<file path="config.mk">
export PLATFORM = sky130hd
export DESIGN_NAME = dmem_arbiter
export DESIGN_NICKNAME = d
export VERILOG_FILES = /design/src/rtl/dmem_pkg.sv /design/src/rtl/rr_pick2.sv /design/src/rtl/dmem_arbiter.sv
export SDC_FILE = /design/constraint.sdc
export NUM_CORES = 1
export LEC_CHECK = 0
export ABC_AREA = 1
export CAP_MARGIN = 5
export CORE_AREA = 2 2 118 120
export CTS_BUF_LIST = sky130_fd_sc_hd__clkbuf_4 sky130_fd_sc_hd__clkbuf_8
export CTS_CLUSTER_DIAMETER = 60
export DETAILED_ROUTE_END_ITERATION = 7
export DIE_AREA = 0 0 120 122
export GPL_ROUTABILITY_DRIVEN = 0
export PLACE_DENSITY = 0.66
export SLEW_MARGIN = 20
export SYNTH_ARGS = -nofsm -noshare
export SYNTH_HDL_FRONTEND = slang
export SYNTH_HIERARCHICAL = 1
export SYNTH_SLANG_ARGS = --single-unit
</file>
<file path="constraint.sdc">
create_clock -name clk -period 4 [get_ports clk]
set_input_delay 0.6 -clock clk [delete_from_list [all_inputs] [get_ports clk]]
set_output_delay 0.6 -clock clk [all_outputs]
set_load 0.02 [all_outputs]
</file>
<file path="src/rtl/dmem_pkg.sv">
// Shared definitions for the data-memory arbiter: grant state encoding,
// default memory depth and a byte-address to word-index helper.
// Imported by dmem_arbiter and by anything that models the data memory.
package dmem_pkg;

   typedef enum logic [1:0] {
      ST_IDLE = 2'd0,
      ST_OWN0 = 2'd1,
      ST_OWN1 = 2'd2
   } arb_state_t;

   localparam int RAM_SIZE_DEF = 256;
   localparam int RAM_SIZE_BIT = $clog2(RAM_SIZE_DEF);

   // Word index of a byte address; the two byte-offset bits are dropped.
   function automatic logic [RAM_SIZE_BIT-1:0] word_idx(input logic [31:0] addr);
      return addr[RAM_SIZE_BIT+1:2];
   endfunction

endpackage

</file>
<file path="src/rtl/rr_pick2.sv">
// Two-way round-robin pick: grants the lone requester, or i_pref on a tie.
// Latency: combinational, no state.
// Backpressure: none; the caller decides when the pick is consumed.
//
// Ports:
//   i_req  [1:0] request vector (bit n = port n)
//   i_pref       port favoured when both request
//   o_gnt  [1:0] one-hot grant, zero when nobody requests
//   o_any        at least one request present
module rr_pick2 (
   input  logic [1:0] i_req,
   input  logic       i_pref,
   output logic [1:0] o_gnt,
   output logic       o_any
);

   always_comb begin
      o_any = |i_req;
      o_gnt = i_req;
      if (&i_req) begin
         o_gnt = i_pref ? 2'b10 : 2'b01;
      end
   end

endmodule

</file>
<file path="src/rtl/dmem_arbiter.sv">
// Shares the single-ported data memory between the CPU LSU (port 0) and DMA (port 1).
// Latency: access lands the cycle after ownership is decided; lone owner streams 1/cycle.
// Backpressure: a request is held until ack; stall0 freezes the CPU while port 0 waits.
//
// Ports:
//   clk, reset                  clock, async active-low reset
//   reqN/weN/lockN/addrN/wdataN requester N command (held until ackN)
//   ackN/errN/rdataN            requester N response (combinational from state)
//   stall0                      CPU freeze: req0 pending without ack
//   mem_*                       single-cycle data memory bus
module dmem_arbiter
   import dmem_pkg::*;
#(
   parameter int RAM_SIZE = RAM_SIZE_DEF,
   parameter int MAX_LOCK = 8
) (
   input  logic        clk,
   input  logic        reset,
   input  logic        req0,
   input  logic        we0,
   input  logic        lock0,
   input  logic [31:0] addr0,
   input  logic [31:0] wdata0,
   input  logic        req1,
   input  logic        we1,
   input  logic        lock1,
   input  logic [31:0] addr1,
   input  logic [31:0] wdata1,
   output logic        ack0,
   output logic        err0,
   output logic [31:0] rdata0,
   output logic        ack1,
   output logic        err1,
   output logic [31:0] rdata1,
   output logic        stall0,
   output logic [31:0] mem_addr,
   output logic [31:0] mem_wdata,
   output logic        mem_read,
   output logic        mem_write,
   input  logic [31:0] mem_rdata
);

   localparam int          LCW        = $clog2(MAX_LOCK) + 1;
   localparam logic [31:0] ADDR_LIMIT = 32'(RAM_SIZE * 4);
   localparam logic [LCW-1:0] LOCK_LAST = LCW'(MAX_LOCK - 1);

   arb_state_t     r_state;
   logic           r_rr;
   logic [LCW-1:0] r_lock_cnt;

   logic       w_own0, w_own1;
   logic       w_acc0, w_acc1;
   logic       w_inr0, w_inr1;
   logic       w_cur_req, w_cur_lock, w_oth_req;
   logic       w_hold;
   logic       w_pref;
   logic [1:0] w_gnt;
   logic       w_any;
   arb_state_t w_next_owner;

   assign w_own0 = (r_state == ST_OWN0);
   assign w_own1 = (r_state == ST_OWN1);
   assign w_acc0 = w_own0 && req0;
   assign w_acc1 = w_own1 && req1;
   assign w_inr0 = (addr0 < ADDR_LIMIT);
   assign w_inr1 = (addr1 < ADDR_LIMIT);

   // ------------------------------------------------------------------
   // Responses and memory bus, all decoded from the registered owner.
   // ------------------------------------------------------------------
   assign ack0   = w_acc0;
   assign ack1   = w_acc1;
   assign err0   = w_acc0 && !w_inr0;
   assign err1   = w_acc1 && !w_inr1;
   assign rdata0 = (w_acc0 && !we0 && w_inr0) ? mem_rdata : 32'd0;
   assign rdata1 = (w_acc1 && !we1 && w_inr1) ? mem_rdata : 32'd0;
   assign stall0 = req0 && !w_acc0;

   always_comb begin
      mem_addr  = 32'd0;
      mem_wdata = 32'd0;
      mem_read  = 1'b0;
      mem_write = 1'b0;
      if (w_acc0) begin
         mem_addr  = addr0;
         mem_wdata = wdata0;
         mem_read  = !we0;
         mem_write = we0 && w_inr0;
      end else if (w_acc1) begin
         mem_addr  = addr1;
         mem_wdata = wdata1;
         mem_read  = !we1;
         mem_write = we1 && w_inr1;
      end
   end

   // ------------------------------------------------------------------
   // Next-owner selection. When an owner lets go, the other port is
   // favoured on a tie; from IDLE the stored round-robin pointer decides.
   // ------------------------------------------------------------------
   always_comb begin
      w_cur_req  = 1'b0;
      w_cur_lock = 1'b0;
      w_oth_req  = 1'b0;
      w_pref     = r_rr;
      if (w_own0) begin
         w_cur_req  = req0;
         w_cur_lock = lock0;
         w_oth_req  = req1;
         w_pref     = 1'b1;
      end else if (w_own1) begin
         w_cur_req  = req1;
         w_cur_lock = lock1;
         w_oth_req  = req0;
         w_pref     = 1'b0;
      end
   end

   rr_pick2 u_pick (
      .i_req  ({req1, req0}),
      .i_pref (w_pref),
      .o_gnt  (w_gnt),
      .o_any  (w_any)
   );

   always_comb begin
      w_next_owner = ST_IDLE;
      if (w_any) begin
         w_next_owner = w_gnt[0] ? ST_OWN0 : ST_OWN1;
      end
   end

   // The lock only counts against the owner while the other port waits;
   // an uncontested burst may run indefinitely.
   assign w_hold = w_cur_req && w_cur_lock && (!w_oth_req || (r_lock_cnt < LOCK_LAST));

   always_ff @(posedge clk or negedge reset) begin
      if (!reset) begin
         r_state    <= ST_IDLE;
         r_rr       <= 1'b0;
         r_lock_cnt <= '0;
      end else begin
         case (r_state)
            ST_IDLE: begin
               r_state <= w_next_owner;
            end
            ST_OWN0, ST_OWN1: begin
               if (w_hold) begin
                  if (w_oth_req) begin
                     r_lock_cnt <= r_lock_cnt + LCW'(1);
                  end
               end else begin
                  r_state    <= w_next_owner;
                  r_lock_cnt <= '0;
                  r_rr       <= w_own0;
               end
            end
            default: begin
               r_state    <= ST_IDLE;
               r_lock_cnt <= '0;
            end
         endcase
      end
   end

endmodule

</file>
==> impl_metrics.env <==
export IMPL_rsz0062_at_grt="no"
export IMPL_syn_mean_instance_area_sq_um=5.86
export IMPL_coreArea_sq_mm=0.0135
export IMPL_place_hpwl_mm=10.2
export IMPL_area_delta_synth_final_pct=163
export IMPL_power_total_w=0.00104
export IMPL_critPathTopFamily="buffers and inverters"
export IMPL_cp_depth=6
export IMPL_dr_pass1_iters=4
export IMPL_finalMaxSlewViolations=0
export IMPL_wirelength_mm=11.8
export IMPL_root_buffer="clkbuf_8"
export IMPL_path_clk_slew_ps=40
export IMPL_sequentialPowerShare=0.091
export IMPL_first_global_vias=3235
export IMPL_power_density_mw_per_mm2=200
export IMPL_slew_headroom=0.658
export IMPL_vias=3351
export IMPL_cp_endpoint="mem_wdata[29]"
export IMPL_crit_start="req0"
export IMPL_crit_buf_inv=4
export IMPL_ios=303
export IMPL_p_clk_frac=0.097
export IMPL_route_detailed_drc=0
export IMPL_cap_violations=0
export IMPL_status="finished clean"
export IMPL_grt_max_degree=50
export IMPL_clockBufferDepth=2
export IMPL_comb_power_share=0.812
export IMPL_via_per_inst=4.14
export IMPL_synthesis_area_sq_mm=0.00198
export IMPL_leakage_nw=2.23
export IMPL_synth_warning_count=6
export IMPL_clkLatencyLatePin_ps=220
export IMPL_slowest_delay_ps=650
export IMPL_regToRegEndpoint="r_state[0]"
export IMPL_final_layout_size_suffix_gt1_frac=0.0812
export IMPL_hp_class="reg -> reg"
export IMPL_final_cells=809
export IMPL_period_share=0.867
export IMPL_cp_start_kind="input port"
export IMPL_die_width_um=120
export IMPL_fin_crit_ps=3470
export IMPL_intPower_w=0.000591
export IMPL_post_cts_buffers=0
export IMPL_crit_path_end_kind="output port"
export IMPL_critPathMostFrequentCell="clkdlybuf4s50_1"
export IMPL_crit_path_max_fanout=49
export IMPL_fin_worst_skew_ps=2.19
export IMPL_finalHoldViolations=0
export IMPL_setup_viol=0
export IMPL_synth_fp_nets=510
export IMPL_cts_tree="built"
export IMPL_start_util=0.146
export IMPL_grt_pass1_wl_mm=17.2
export IMPL_fp_dieH_um=122
export IMPL_critPathRequiredTime_ps=3400
export IMPL_swShare=0.431
export IMPL_ctsResizeCount=0
export IMPL_r2r_start="r_state[1]"
export IMPL_cts_buffers=3
export IMPL_criticalPathCategory="in -> out"
export IMPL_synth_cells=337
export IMPL_rows=43
export IMPL_worst_ep_arrival_time_ps=2870
export IMPL_clock_sinks=7
export IMPL_routedWlPerCell_um=14.6
export IMPL_nNetsFinal=802
export IMPL_placed_cells=804
export IMPL_grt_usage=0.146
export IMPL_switchingPower_w=0.000448
export IMPL_grt_ovfl_total=0
export IMPL_regToRegSetupSlack_ps=2260
export IMPL_reg2regPathDepth=9
export IMPL_drt_iter0_drc=144
export IMPL_ctsHoldBuffers=0
export IMPL_cp_slowest_cell="clkdlybuf4s50_1"
export IMPL_worst_pin_slew_ps=513
export IMPL_path_cells="clkdlybuf4s50_1, nand2_2, inv_2, buf_4, a22o_1, clkdlybuf4s50_1"
export IMPL_tns_ps=0
export IMPL_htreeDepth=1
export IMPL_die_area_sq_mm=0.0146
export IMPL_drtAntennaViolNets=0
export IMPL_ir_drop_v=0.000249
export IMPL_io_buffers=302
export IMPL_timing_fmax_mhz=288
export IMPL_grt_antenna_before_repair=1
[cell type report]
cell class	instances	area, sq um
antenna	1	2.50
clock buffer	4	48.8
fill	1419	8310
inverter	77	289
multi-input combinational	233	1390
sequential	7	175
tap	180	225
timing repair buffer	307	3070
[worst min path at each step]
stage          start             to  cells after the start  slack (ps)
4_1_cts         r_rr           r_rr                      2         510
5_1_grt         r_rr           r_rr                      2         530
2_1_floorplan  reset  r_lock_cnt[0]                      0         300
3_3_place_gp    r_rr           r_rr                      2         480
3_5_place_dp    r_rr           r_rr                      2         500
6_report        r_rr           r_rr                      2         500
[cells in the final DEF (no fill, tap or decap), drive strengths merged, types with 2 or more instances in the layout]
master         count
a32o               2
nor2              91
nand2             41
clkbuf             4
dfrtp              7
a22o              48
o22ai             14
o21ai              6
nand3             15
ha                 5
nand4              6
buf                6
clkdlybuf4s50    301
inv               77
[metrics by stage]
step / hold WS (ps) / area, sq um / setup WS, ps / utilization
3_5_place_dp: 503 / 5140 / 549 / 0.381
5_1_grt: 535 / 5190 / 426 / 0.385
2_1_floorplan: 304 / 1980 / 1800 / -
6_report: 496 / 5200 / 531 / 0.385
3_3_place_gp: 483 / 5140 / 594 / 0.381
4_1_cts: 512 / 5190 / 536 / 0.385
[state kept, by name, summed over array words and instances (netlist names)]
signal	count
r_lock_cnt	4
r_rr	1
r_state	2
[worst reg2reg max path: stages, from the launching register on]
cell and delay, ps:
dfrtp_1 410, inv_1 100, ha_1 330, inv_2 100, nand3_1 80, nand2_1 90, nand2_1 150, nand2_1 110
nor2_2 150, o21ai_0 100
[power groups by stage]
stage                     clock network [W]  registers [W]  logic, W
after floorplan                           0      0.0000924  0.000412
after global placement                    0      0.0000941  0.000841
after detailed placement                  0      0.0000956  0.000845
after CTS                          0.000104      0.0000948  0.000851
after global routing               0.000109      0.0000965  0.000904
final                              0.000101      0.0000947  0.000844
[layer usage]
| metal | GRT usage | wire length [um] |
|---|---|---|
| met4 | 0.0199 | 133 |
| met1 | 0.177 | 4780 |
| met3 | 0.0346 | 994 |
| met5 | 0 | 0 |
| met2 | 0.268 | 5920 |
Note: power is estimated with default switching activity, not from simulation.
